--- config.mk ---
export PLATFORM = sky130hd
export DESIGN_NAME = bcd_mod_counter
export DESIGN_NICKNAME = d
export VERILOG_FILES = /design/src/rtl/bcd_mod_counter.sv
export SDC_FILE = /design/constraint.sdc
export NUM_CORES = 1
export LEC_CHECK = 0
export CORE_MARGIN = 2
export CORE_UTILIZATION = 56
export CTS_CLUSTER_SIZE = 10
export DETAILED_ROUTE_END_ITERATION = 8
export PLACE_DENSITY = 0.83
export SKIP_LAST_GASP = 1
export SLEW_MARGIN = 20
export SYNTH_ARGS = -nofsm -noshare
export SYNTH_HDL_FRONTEND = slang
export SYNTH_SLANG_ARGS = --single-unit
export TNS_END_PERCENT = 10
--- constraint.sdc ---
create_clock -name clk_i -period 6.3 [get_ports clk_i]
set_input_delay 1.26 -clock clk_i [delete_from_list [all_inputs] [get_ports clk_i]]
set_output_delay 1.26 -clock clk_i [all_outputs]
set_load 0.02 [all_outputs]
--- src/rtl/bcd_mod_counter.sv ---
// -----------------------------------------------------------------------------
// bcd_mod_counter
//   Two-digit BCD modulo counter for the clock chain (sec/min/hour, timer).
//   Counts up or down between MINV and MAXV on a cascade tick. It also supports
//   manual +1/-1 adjust and a parallel load, and emits carry/borrow so the next
//   stage can be cascaded from it.
//
// Parameters
//   MAXV  upper bound (decimal), MAXV <= 10*(2**QH_W)-1
//   MINV  lower bound (decimal), MINV < MAXV
//   QH_W  width of the tens digit
//
// Ports
//   clk_i    in   1     clock
//   rst_i    in   1     synchronous reset, active-high; loads MINV digits
//   en_i     in   1     cascade tick: one step in direction dir_i
//   dir_i    in   1     0 = up, 1 = down (qualifies en_i only)
//   inc_i    in   1     manual +1 adjust
//   dec_i    in   1     manual -1 adjust
//   ld_i     in   1     parallel load of dh_i:dl_i
//   dh_i     in   QH_W  load value, tens digit
//   dl_i     in   4     load value, ones digit
//   qh_o     out  QH_W  tens digit
//   ql_o     out  4     ones digit
//   ca_o     out  1     carry (combinational), en & up & Q==MAXV & ~ld
//   br_o     out  1     borrow (combinational), en & down & Q==MINV & ~ld
//   lderr_o  out  1     one-cycle pulse: previous load value was rejected
// -----------------------------------------------------------------------------
module bcd_mod_counter #(
  parameter int MAXV = 59,
  parameter int MINV = 0,
  parameter int QH_W = 3
) (
  input  logic            clk_i,
  input  logic            rst_i,
  input  logic            en_i,
  input  logic            dir_i,
  input  logic            inc_i,
  input  logic            dec_i,
  input  logic            ld_i,
  input  logic [QH_W-1:0] dh_i,
  input  logic [3:0]      dl_i,
  output logic [QH_W-1:0] qh_o,
  output logic [3:0]      ql_o,
  output logic            ca_o,
  output logic            br_o,
  output logic            lderr_o
);

  // 10*(2**QH_W - 1) + 15 always fits in QH_W+4 bits.
  localparam int VW = QH_W + 4;

  localparam logic [QH_W-1:0] MIN_H = QH_W'(MINV / 10);
  localparam logic [3:0]      MIN_L = 4'(MINV % 10);
  localparam logic [QH_W-1:0] MAX_H = QH_W'(MAXV / 10);
  localparam logic [3:0]      MAX_L = 4'(MAXV % 10);
  localparam logic [VW-1:0]   MIN_V = VW'(MINV);
  localparam logic [VW-1:0]   MAX_V = VW'(MAXV);

  function automatic logic [VW-1:0] bcd_value(input logic [QH_W-1:0] h,
                                              input logic [3:0]      l);
    return VW'(h) * VW'(10) + VW'(l);
  endfunction

  logic [QH_W-1:0] qh_q, qh_d;
  logic [3:0]      ql_q, ql_d;
  logic            lderr_q, lderr_d;

  logic [VW-1:0] q_val;
  logic [VW-1:0] ld_val;
  logic          ld_ok;
  logic          at_max, at_min;
  logic          up_req, down_req;

  assign q_val  = bcd_value(qh_q, ql_q);
  assign ld_val = bcd_value(dh_i, dl_i);
  assign ld_ok  = (dl_i <= 4'd9) && (ld_val >= MIN_V) && (ld_val <= MAX_V);
  assign at_max = (q_val == MAX_V);
  assign at_min = (q_val == MIN_V);

  // Cascade tick and manual adjust merge, so EN-up together with INC steps once.
  assign up_req   = (en_i & ~dir_i) | inc_i;
  assign down_req = (en_i &  dir_i) | dec_i;

  // Carry/borrow come only from the cascade tick, so a manual adjust never
  // ripples into the next stage. They are not masked by an up/down cancel.
  assign ca_o = en_i & ~dir_i & at_max & ~ld_i;
  assign br_o = en_i &  dir_i & at_min & ~ld_i;

  always_comb begin
    qh_d    = qh_q;
    ql_d    = ql_q;
    lderr_d = 1'b0;
    if (ld_i) begin
      if (ld_ok) begin
        qh_d = dh_i;
        ql_d = dl_i;
      end else begin
        lderr_d = 1'b1;
      end
    end else if (up_req && !down_req) begin
      // Full-value compare, so bounds whose ones digit is not 9 (e.g. 23) wrap.
      if (at_max) begin
        qh_d = MIN_H;
        ql_d = MIN_L;
      end else if (ql_q == 4'd9) begin
        qh_d = qh_q + 1'b1;
        ql_d = 4'd0;
      end else begin
        ql_d = ql_q + 4'd1;
      end
    end else if (down_req && !up_req) begin
      if (at_min) begin
        qh_d = MAX_H;
        ql_d = MAX_L;
      end else if (ql_q == 4'd0) begin
        qh_d = qh_q - 1'b1;
        ql_d = 4'd9;
      end else begin
        ql_d = ql_q - 4'd1;
      end
    end
  end

  always_ff @(posedge clk_i) begin
    if (rst_i) begin
      qh_q    <= MIN_H;
      ql_q    <= MIN_L;
      lderr_q <= 1'b0;
    end else begin
      qh_q    <= qh_d;
      ql_q    <= ql_d;
      lderr_q <= lderr_d;
    end
  end

  assign qh_o    = qh_q;
  assign ql_o    = ql_q;
  assign lderr_o = lderr_q;

endmodule

* After elaboration in Yosys (flattened, before gate mapping)
Index checks and enable logic that the tools add are counted.
** Storage, ports and cells
- Logic and storage cells :: 58
- Output and inout port bits :: 10
- Register bits after elaboration :: 8
** Operators by class
- Multiply operators :: 2
- $lt $le $gt $ge :: 3
- Eq/ne operators :: 4
- Bitwise gates (word level) :: 10
- Reductions and logical operators :: 13
- Add/sub/neg operators :: 6
- Mux-type cells :: 17
** Operators by type and width (number)
- two-way mux 4 bit :: 8
- two-way mux 3 bit :: 8
- adder 7 x 4 -> 7 bit :: 2
- multiplier 3 x 3 -> 6 bit (second input constant) :: 2
- equality test 7 x 6 -> 1 bit (second input constant) :: 1
- greater-or-equal comparator 7 x 1 -> 1 bit (second input constant) :: 1
- <= comparator 7 x 6 -> 1 bit (second input constant) :: 1
- logical NOT 7 bit :: 1
- bitwise AND 1 bit :: 6
- adder 4 x 1 -> 4 bit (second input constant) :: 1
- equality test 4 bit (second input constant) :: 1
- <= comparator 4 bit (second input constant) :: 1
- logical AND 1 bit :: 4
- logical NOT 4 bit :: 1
- != test 4 x 3 -> 1 bit (second input constant) :: 1
- AND reduction 4 bit :: 1
- nonzero test 4 bit :: 1
- subtractor 4 x 1 -> 4 bit (second input constant) :: 1
- adder 3 x 1 -> 3 bit (second input constant) :: 1
- nonzero test 3 bit :: 1
- subtractor 3 x 1 -> 3 bit (second input constant) :: 1
- logical NOT 1 bit :: 2
- != test 2 x 1 -> 1 bit (second input constant) :: 1
- inverter 1 bit :: 2
- other kinds (4) :: 5

* Logic depth before layout (Yosys ltp)
Gate-level depths: netlist of run 1.
- Word-level depth :: 8
- Gate-level depth with buffers :: 10
- Gate-level depth less buffers :: 9

* Worst setup path after synthesis of run 1
OpenSTA, ideal clock, no wires.
- Path type :: register to output
- Start :: register qh_q[0] (netlist: qh_o[0])
- End :: output br_o
- Cell stages (with the launch flop) :: 8
- Path buffers :: 0
- Arrival :: 2.396 ns
- Path slack :: 2.644 ns
- Required time :: 5.040 ns
- Path through :: dfxtp_1 -> ha_1 -> ha_1 -> ha_1 -> a21o_1 -> a211o_2 -> a221o_2 -> and4bb_2
** Between the ends
- Longest elaborated chain between the ends :: 5
** Ends and longest elaborated chain
- start, declared :: RTL line 65 : logic [QH_W-1:0] qh_q, qh_d;
- start signal, assigned :: RTL line 131 : qh_q <= qh_d;
- multiplier 3 x 3 -> 6 bit :: RTL line 62 : return VW'(h) * VW'(10) + VW'(l);
- adder 7 x 4 -> 7 bit :: RTL line 62
- logical NOT 7 bit :: RTL line 79 : assign at_min = (q_val == MIN_V);
- bitwise AND 1 bit (2 in series) :: RTL line 88 : assign br_o = en_i & dir_i & at_min & ~ld_i;
- end, declared :: RTL line 46 : output logic br_o,
No other way between the ends.

* Final worst setup path of run 1
Same ends and word-level chain as after synthesis.

==> results.md, run 1 <==
- Post-synth EDFFs: 0
- Final Hold Fails: 0
- Final period utilization: 0.721
- Ports: 24
- # DRC: 0
- Core Region: 2020 µm²
- WP depth: 8
- Clk sinks: 8
- Die H: 50.9 µm
- Crit Path Max Fanout: 7
- Async S/R FF share, synth: 0
- Area grow syn2layout: 21.8%
- Die area: 2590 µm²
- Top_reg_cell synth: dfxtp_1
- Worst Hold Class: reg -> reg
- Post-synth top area cell: ha_1
- Worst setup path start: qh_o[0]
- Minimum clock period: 4.54 ns
- LEAKAGE: 0.645 nW
- Initial antenna violation count: 0
- DP HPWL: 2290 µm
- Final number of setup-violating endpoints: 0
- Commonest cells after routing, fill and taps aside: 23 x clkdlybuf4s50_1, 17 x ha_1, 10 x a21oi_1, 10 x nor2_1, 9 x inv_1
- Number of routed nets with antenna violations: 0
- Root buffer cell: clkbuf_4
- Crit path max-delay family: compound AO/OA/AOI/OAI gates
- Seq/Total Area, Yosys: 0.130
- Worst r2r path cells: 9
- Worst EP arrival: 3.28 ns
- M1 WL: 1370 µm
- Core Util, Final: 0.743
- Nets: 204
- Global Route Usage Sum: 0.264
- Worst-margin pin slew: 0.717 ns
- Die Wd: 50.9 µm
- Net Count, Synth: 180
- Syn_area_per_cell: 8.38 µm²
- I/O Buffers: 23
- Clock Latency Late Sink: 0.27 ns
- FF-to-FF End: qh_o[1]
- Synth Instances: 147
- Highest metal used: met4
- End point of the critical path: br_o
- Wire per inst: 15.1 µm
- Worst Skew: 0.00946 ns
- Post-CTS setup repair buffer count: 0
- Power Density: 212 nW/µm²
- Starting Density: 0.610
- Peak supply drop: 0.000112 V
- Seq cells post-synth: 8
- Distinct cell type count of the synthesized netlist: 56
- Setup CP Type: reg -> out
- Grt total ovfl: 0
- Metal2 WL: 1420 µm
- FP Rows: 16
- R2r setup slk: 3.56 ns
- DR vias: 1,218
- Total power: 0.318 mW
- Routability cong.: 0.865
- Clk slew on worst S/H paths: 0.05 ns
- Slew HR: 0.519
- PnR worst setup slack: 1.76 ns
- H-tree Lvls: 1
- Vias in the first global route: 1,178
- Worst EP required: 5.04 ns
- Layout cells sized above 1: 0.130
- CP dominant cell by count: ha_1
- Routed wire length: 2970 µm
- Post-Place Setup Slack: 1.85 ns
- Hold buffers post-CTS: 0
- Post-CTS sizing: 0
- Warnings, synthesis: 0
- Crit-path cells: ha_1 -> ha_1 -> ha_1 -> nand3_1 -> a211o_2 -> a221o_2 -> and4bb_2 -> clkdlybuf4s50_1
- Vias per std cell: 6.21
- Max Cap Viol: 0
- Worst stage delay on the critical path: 0.60 ns
- Initial DRT Pass Iterations: 4
- Worst path slowest cell: clkdlybuf4s50_1
- Routed wl met3: 109 µm
- Cell area after layout: 1500 µm²
- Top post-synthesis cells by area: ha_1 17%, dfxtp_1 13%, a21oi_1 4.1%, xor2_1 3.6%, fa_1 3.2%
- Total CTS buffers: 3
- Buf/Inv on CP: 1
- Syn Std Cell Area: 1230 µm²
- Final TNS setup: 0 ns
- TritonCTS clock tree: built
- Commonest non-fill, non-tap cell in the layout: clkdlybuf4s50_1
- Outcome: finished, final reports clean
- Largest net degree at the start of global routing: 15
- Startpoint Class: flip-flop
- Global-route wire length before repair: 5250 µm
- Crit path capture type: output pin
- Final Max Tran Viols: 0
- 1st-iter DRT viols: 27
- RSZ-0062 raised after global routing: no
- Clock buffer depth: 2
- FF-to-FF Start: qh_o[0]
- Fmax: 220 MHz
- Placed cell areas: 1480 µm²
- Diodes inserted: 0
- Area share of the largest cell type after synthesis: 0.173
==> worst register-to-register path, stage by stage, from the launching register on <==
cell and delay, ns:
dfxtp_1 0.39, ha_1 0.24, ha_1 0.18, ha_1 0.36, nand3_1 0.13, a211o_2 0.35
a221o_2 0.45, a211o_2 0.32, o2111ai_1 0.09, a21oi_1 0.10
==> cells in the mapped netlist (2+ instances only) <==
cell,instances
or3_1,3
a21oi_1,10
nor2_1,10
a31o_2,2
inv_1,9
nor3_2,2
xnor2_1,2
a21o_1,4
mux2_2,2
a211o_2,2
xor2_1,5
a41o_1,2
nand2b_1,5
nor3_1,5
o21ai_0,3
buf_2,2
and2_4,2
o211ai_1,3
a211oi_1,2
fa_1,2
dfxtp_1,8
nand2_1,3
ha_1,17
a31oi_1,2
o21bai_1,2
o311a_1,2
nand3_1,7
==> report_power, final <==
group | internal, mW | switching (mW)
Sequential | 0.0588 | 0.0170
Clock | 0.0220 | 0.0207
Combinational | 0.0970 | 0.103
Total | 0.178 | 0.141
==> cell type report <==
cell class | instances | area, µm²
Multi-Input combinational cell | 124 | 1010
Tap cell | 27 | 33.8
Fill cell | 151 | 520
Timing Repair Buffer | 23 | 230
Sequential cell | 8 | 160
Inverter | 11 | 41.3
Clock buffer | 3 | 22.5
==> per-layer routing <==
layer / vias to the layer above / track usage
met5: - / 0
met3: 7 / 0.0205
met1: 559 / 0.341
met2: 42 / 0.439
li1: 610 / -
met4: 0 / 0.135
==> metrics by stage <==
stage               hold WS (ns)  std cells
finish                     0.615        196
CTS                        0.622        196
floorplan                  0.613        147
global route               0.640        196
detailed placement         0.601        193
global placement           0.591        193
==> flip-flops by register name (all words and copies together) (netlist names) <==
name,cells
lderr_o,1
qh_o,3
ql_o,4
==> how the worst min path moves through the flow <==
stage	startpoint	endpoint	slack [ns]	depth (start not counted)
after floorplan	qh_o[0]	qh_o[0]	0.61	2
after global placement	qh_o[0]	qh_o[0]	0.59	2
after detailed placement	qh_o[0]	qh_o[0]	0.60	2
after CTS	qh_o[0]	qh_o[0]	0.62	2
after global routing	qh_o[0]	qh_o[0]	0.64	2
final	qh_o[0]	qh_o[0]	0.61	2
==> logic make-up (layout without fill, tap and decap cells) <==
kind of cell / count (synthesis) / count (layout) / share of synthesized area
AOI/OAI and AO/OA: 46 / 46 / 0.297
adders and majority gates: 19 / 19 / 0.205
and+or+nand+nor: 49 / 49 / 0.244
muxes: 3 / 3 / 0.0264
DFF: 8 / 8 / 0.130
xor gates and xnor gates: 7 / 7 / 0.0497
buffers and inverters: 15 / 37 / 0.0477
Note: power is estimated with default switching activity, not from simulation.
==> inputs of run 2 (changes only) <==
- CORE_UTILIZATION: 56 -> 47
- PLACE_DENSITY: 0.83 -> 0.74
- clock period: 6.3 -> 3.7 ns (I/O delays scaled with it)
==> results.md, run 2 (synthesized netlist as in run 1, its figures left out) <==
- Worst-margin pin slew: 0.463 ns (-0.255 ns)
- Die H: 55.2 µm (+8.4%)
- Root buffer cell: clkbuf_4
- Post-Place Setup Slack: 0.206 ns (-1.65 ns)
- Die Wd: 55.2 µm (+8.4%)
- Vias in the first global route: 1,223 (+3.8%)
- Diodes inserted: 0 (unchanged)
- Number of routed nets with antenna violations: 0 (unchanged)
- Worst EP arrival: 2.74 ns (-0.54 ns)
- Initial antenna violation count: 0 (unchanged)
- Starting Density: 0.497 (-0.112)
- Clk sinks: 8 (unchanged)
- Startpoint Class: flip-flop
- Clock buffer depth: 2 (unchanged)
- 1st-iter DRT viols: 30 (+11%)
- LEAKAGE: 0.714 nW (+11%)
- Area grow syn2layout: 27.7%
- Die area: 3050 µm² (+18%)
- Max reg flops: 4 (unchanged)
- Peak supply drop: 0.000239 V (+110%)
- Clock Latency Late Sink: 0.26 ns (about the same)
- Routability cong.: 0.845 (-2.3%)
- Routed wire length: 3340 µm (+13%)
- Crit Path Max Fanout: 4 (-3)
- TritonCTS clock tree: built
- Ports: 24 (unchanged)
- Largest net degree at the start of global routing: 13 (-2)
- Worst path slowest cell: a221o_2
- Core Region: 2480 µm² (+23%)
- Worst Hold Class: reg -> reg
- H-tree Lvls: 1 (unchanged)
- CP dominant cell by count: ha_1
- Clk slew on worst S/H paths: 0.06 ns (about the same)
- Initial DRT Pass Iterations: 4 (unchanged)
- PnR worst setup slack: 0.225 ns (-1.53 ns)
- Setup CP Type: reg -> out
- Minimum clock period: 3.48 ns
- Layout cells sized above 1: 0.174 (+0.0440)
- Slew HR: 0.690 (+0.171)
- Max Cap Viol: 0 (unchanged)
- I/O Buffers: 23 (unchanged)
- # DRC: 0 (unchanged)
- Final Max Tran Viols: 0 (unchanged)
- Final TNS setup: 0 ns (unchanged)
- Outcome: finished, final reports clean
- Fmax: 288 MHz
- Worst stage delay on the critical path: 0.37 ns (-0.23 ns)
- Worst EP required: 2.96 ns (-2.08 ns)
- DR vias: 1,279 (+5.0%)
- Final period utilization: 0.939
- Nets: 213 (+4.4%)
- Grt total ovfl: 0 (unchanged)
- Commonest non-fill, non-tap cell in the layout: clkdlybuf4s50_1
- Final Hold Fails: 0 (unchanged)
- Vias per std cell: 6.15 (-1.0%)
- DP HPWL: 2820 µm (+23%)
- FP Rows: 18 (+2)
- RSZ-0062 raised after global routing: no
- Power Density: 362 nW/µm² (+71%)
- Total CTS buffers: 3 (unchanged)
- Crit-path cells: ha_1 -> ha_1 -> ha_1 -> a21o_1 -> a211o_2 -> a221o_2 -> and4bb_2 -> dlygate4sd2_1
- Wire per inst: 16.0 µm (+6.1%)
- Global-route wire length before repair: 5670 µm (+8.0%)
- Global Route Usage Sum: 0.229 (-0.0351)
- Worst Skew: 0.000363 ns (-0.00910 ns)
- Final number of setup-violating endpoints: 0 (unchanged)
- Layout fillers: 229 (+52%)
- Crit path capture type: output pin
- Commonest cells after routing, fill and taps aside: 21 x clkdlybuf4s50_1, 17 x ha_1, 10 x a21oi_1, 10 x nor2_1
- Post-CTS setup repair buffer count: 0 (unchanged)
==> run 2: final cells by class <==
type | count | area (µm²) | area share
multi-input cells | 124 | 1010 | 0.644
repair buffers | 32 | 299 | 0.190
flip-flops and latches | 8 | 160 | 0.102
inverters | 11 | 41.3 | 0.0262
well taps | 30 | 37.5 | 0.0238
clock buffers | 3 | 22.5 | 0.0143
==> run 2: worst max-delay path, delay by kind of cell, from the launching register on <==
kind,cells,cell delay [ns]
compound gates,3,0.85
fa+ha+maj,3,0.71
buf+inv,1,0.32
flops,1,0.31
simple gates,1,0.28
==> run 2: final timing paths <==
kind	from	end	slack (ns)	cells past startpoint
setup / recovery	qh_o[0]	br_o	0.22	8
hold / removal	qh_o[0]	qh_o[0]	0.63	3
setup reg to reg	qh_o[0]	qh_o[1]	1.05	10
hold reg to reg	qh_o[0]	qh_o[0]	0.63	3
==> run 2: stage by stage <==
| step | cells | total power [mW] | util | hold slack (ns) | area (µm²) |
|---|---|---|---|---|---|
| 5_1_grt | 208 | 0.614 | 0.635 | 0.671 | 1570 |
| 4_1_cts | 208 | 0.571 | 0.634 | 0.635 | 1570 |
| 6_report | 208 | 0.570 | 0.635 | 0.632 | 1570 |
| 3_3_place_gp | 205 | 0.488 | 0.626 | 0.621 | 1550 |
| 3_5_place_dp | 205 | 0.499 | 0.626 | 0.628 | 1550 |
| 2_1_floorplan | 147 | 0.374 | - | 0.613 | 1230 |
==> run 2: report_power, final <==
group          total (mW)  internal (mW)  leakage [nW]  switching (mW)
clock network      0.0698         0.0373        0.0138          0.0325
registers           0.118          0.100        0.0661          0.0177
logic               0.382          0.184         0.634           0.198
==> run 2: timing repair <==
item,CTS,global route
cloned,0,0
endpoints found under the setup margin,1,1
hold buffers,0,0
gates resized for setup,1,1
==> run 2: routing by layer <==
layer | track usage | wire [µm] | vias up
li1 | - | - | 629
met1 | 0.270 | 1430 | 603
met2 | 0.423 | 1700 | 39
met3 | 0.0445 | 139 | 8
met4 | 0.0523 | 73 | 0
met5 | 0 | 0 | -
==> inputs of run 3 (changes only) <==
- CAP_MARGIN: not set -> 20
- CTS_CLUSTER_DIAMETER: not set -> 50
- MAX_ROUTING_LAYER: not set -> met4
==> results.md, run 3 (synthesized netlist as in run 1, its figures left out) <==
- Outcome: finished, final reports clean
- Hold buffers post-CTS: 0 (unchanged)
- Global Route Usage Sum: 0.236 (+0.00643)
- Routability cong.: 0.858 (+1.6%)
- Worst Hold Class: reg -> reg
- PnR worst setup slack: 0.231 ns (+0.00632 ns)
- CP dominant cell by count: ha_1
- Diodes inserted: 0 (unchanged)
- Clock Latency Late Sink: 0.25 ns (about the same)
- DP HPWL: 2820 µm (unchanged)
- Min Hold Slack: 0.631 ns (-0.000448 ns)
- 1st-iter DRT viols: 39 (+30%)
- Area grow syn2layout: 27.7% (unchanged)
- Layout fillers: 229 (unchanged)
- Core Region: 2480 µm² (unchanged)
- Buf/Inv on CP: 1 (unchanged)
- Commonest non-fill, non-tap cell in the layout: clkdlybuf4s50_1
- Worst path slowest cell: a221o_2
- Peak supply drop: 0.000239 V (about the same)
- H-tree Lvls: 1 (unchanged)
- Global-route wire length before repair: 5660 µm (-0.12%)
- Max Cap Viol: 0 (unchanged)
- Initial DRT Pass Iterations: 4 (unchanged)
- Max reg flops: 4 (unchanged)
- Post-Place Setup Slack: 0.206 ns (unchanged)
- Final Max Tran Viols: 0 (unchanged)
- Die Wd: 55.2 µm (unchanged)
- Worst stage delay on the critical path: 0.37 ns (about the same)
- Largest net degree at the start of global routing: 13 (unchanged)
- Nets: 213 (unchanged)
- Commonest cells after routing, fill and taps aside: 21 x clkdlybuf4s50_1, 17 x ha_1, 10 x a21oi_1, 10 x nor2_1
- Minimum clock period: 3.47 ns (-0.00632 ns)
- Worst Skew: 0.000455 ns (+0.0000916 ns)
- Die area: 3050 µm² (unchanged)
- FP Rows: 18 (unchanged)
- Crit Path Max Fanout: 4 (unchanged)
- Starting Density: 0.497 (unchanged)
- Clock buffer depth: 2 (unchanged)
- Grt total ovfl: 0 (unchanged)
- DR vias: 1,269 (-0.78%)
- Worst-margin pin slew: 0.456 ns (-0.00609 ns)
- Layout cells sized above 1: 0.174 (unchanged)
- Clk sinks: 8 (unchanged)
- # DRC: 0 (unchanged)
- Final TNS setup: 0 ns (unchanged)
- Total power: 0.567 mW (-0.41%)
- Root buffer cell: clkbuf_4
- LEAKAGE: 0.714 nW (unchanged)
- Die H: 55.2 µm (unchanged)
- Vias per std cell: 6.10 (-0.78%)
- Crit-path cells: ha_1 -> ha_1 -> ha_1 -> a21o_1 -> a211o_2 -> a221o_2 -> and4bb_2 -> dlygate4sd2_1
- Worst EP arrival: 2.73 ns (about the same)
- Final Hold Fails: 0 (unchanged)
- Clk slew on worst S/H paths: 0.06 ns (about the same)
- Final period utilization: 0.938 (-0.00171)
- TritonCTS clock tree: built
- Fmax: 288 MHz (+0.18%)
- Ports: 24 (unchanged)
- Wire per inst: 16.0 µm (-0.24%)
- Initial antenna violation count: 0 (unchanged)
- Routed wire length: 3330 µm (-0.24%)
- Final number of setup-violating endpoints: 0 (unchanged)
- Total CTS buffers: 3 (unchanged)
- Slew HR: 0.694 (+0.00409)
- Crit path max-delay family: compound AO/OA/AOI/OAI gates
- Worst EP required: 2.96 ns (about the same)
- RSZ-0062 raised after global routing: no
- Setup CP Type: reg -> out
- Crit path capture type: output pin
- Vias in the first global route: 1,219 (-0.33%)
- Number of routed nets with antenna violations: 0 (unchanged)
- Startpoint Class: flip-flop
- I/O Buffers: 23 (unchanged)
- Power Density: 360 nW/µm² (-0.41%)
[run 3: worst min-delay path: stages (launching register included)]
cell,delay [ns]
dfxtp_1,0.31
buf_4,0.15
nand2b_1,0.06
mux2i_1,0.06
[run 3: metal layers]
layer | wire length [µm] | up-vias | track usage
li1 | - | 630 | -
met4 | 53 | 0 | 0.0523
met1 | 1420 | 603 | 0.272
met5 | 0 | - | -
met2 | 1720 | 32 | 0.423
met3 | 134 | 4 | 0.0422
[run 3: final cells by class]
cell class / count / area [µm²] / area share
Timing Repair Buffer: 32 / 299 / 0.190
Tap cell: 30 / 37.5 / 0.0238
Sequential cell: 8 / 160 / 0.102
Multi-Input combinational cell: 124 / 1010 / 0.644
Clock buffer: 3 / 22.5 / 0.0143
Inverter: 11 / 41.3 / 0.0262
[run 3: final timing paths]
kind	start	end	slack, ns	depth (start not counted)
worst max register to register	qh_o[0]	qh_o[2]	1.06	10
worst min-delay path	qh_o[0]	qh_o[0]	0.63	3
worst max-delay path	qh_o[0]	br_o	0.23	8
worst min register to register	qh_o[0]	qh_o[0]	0.63	3
[run 3: power breakdown]
part	switching (mW)	leakage [nW]	total, mW	internal [mW]
clock network	0.0310	0.0138	0.0682	0.0372
logic	0.197	0.634	0.381	0.184
registers	0.0177	0.0661	0.118	0.100
[run 3: what timing repair did]
action,in CTS,in global routing
resized for setup,1,1
setup buffers,0,0
cloned,0,0
setup endpoints to repair,1,1
[run 3: metrics by stage]
| stage | instance area [µm²] | instances | utilization |
|---|---|---|---|
| 6_report | 1570 | 208 | 0.635 |
| 3_5_place_dp | 1550 | 205 | 0.626 |
| 4_1_cts | 1570 | 208 | 0.634 |
| 2_1_floorplan | 1230 | 147 | - |
| 5_1_grt | 1570 | 208 | 0.635 |
| 3_3_place_gp | 1550 | 205 | 0.626 |
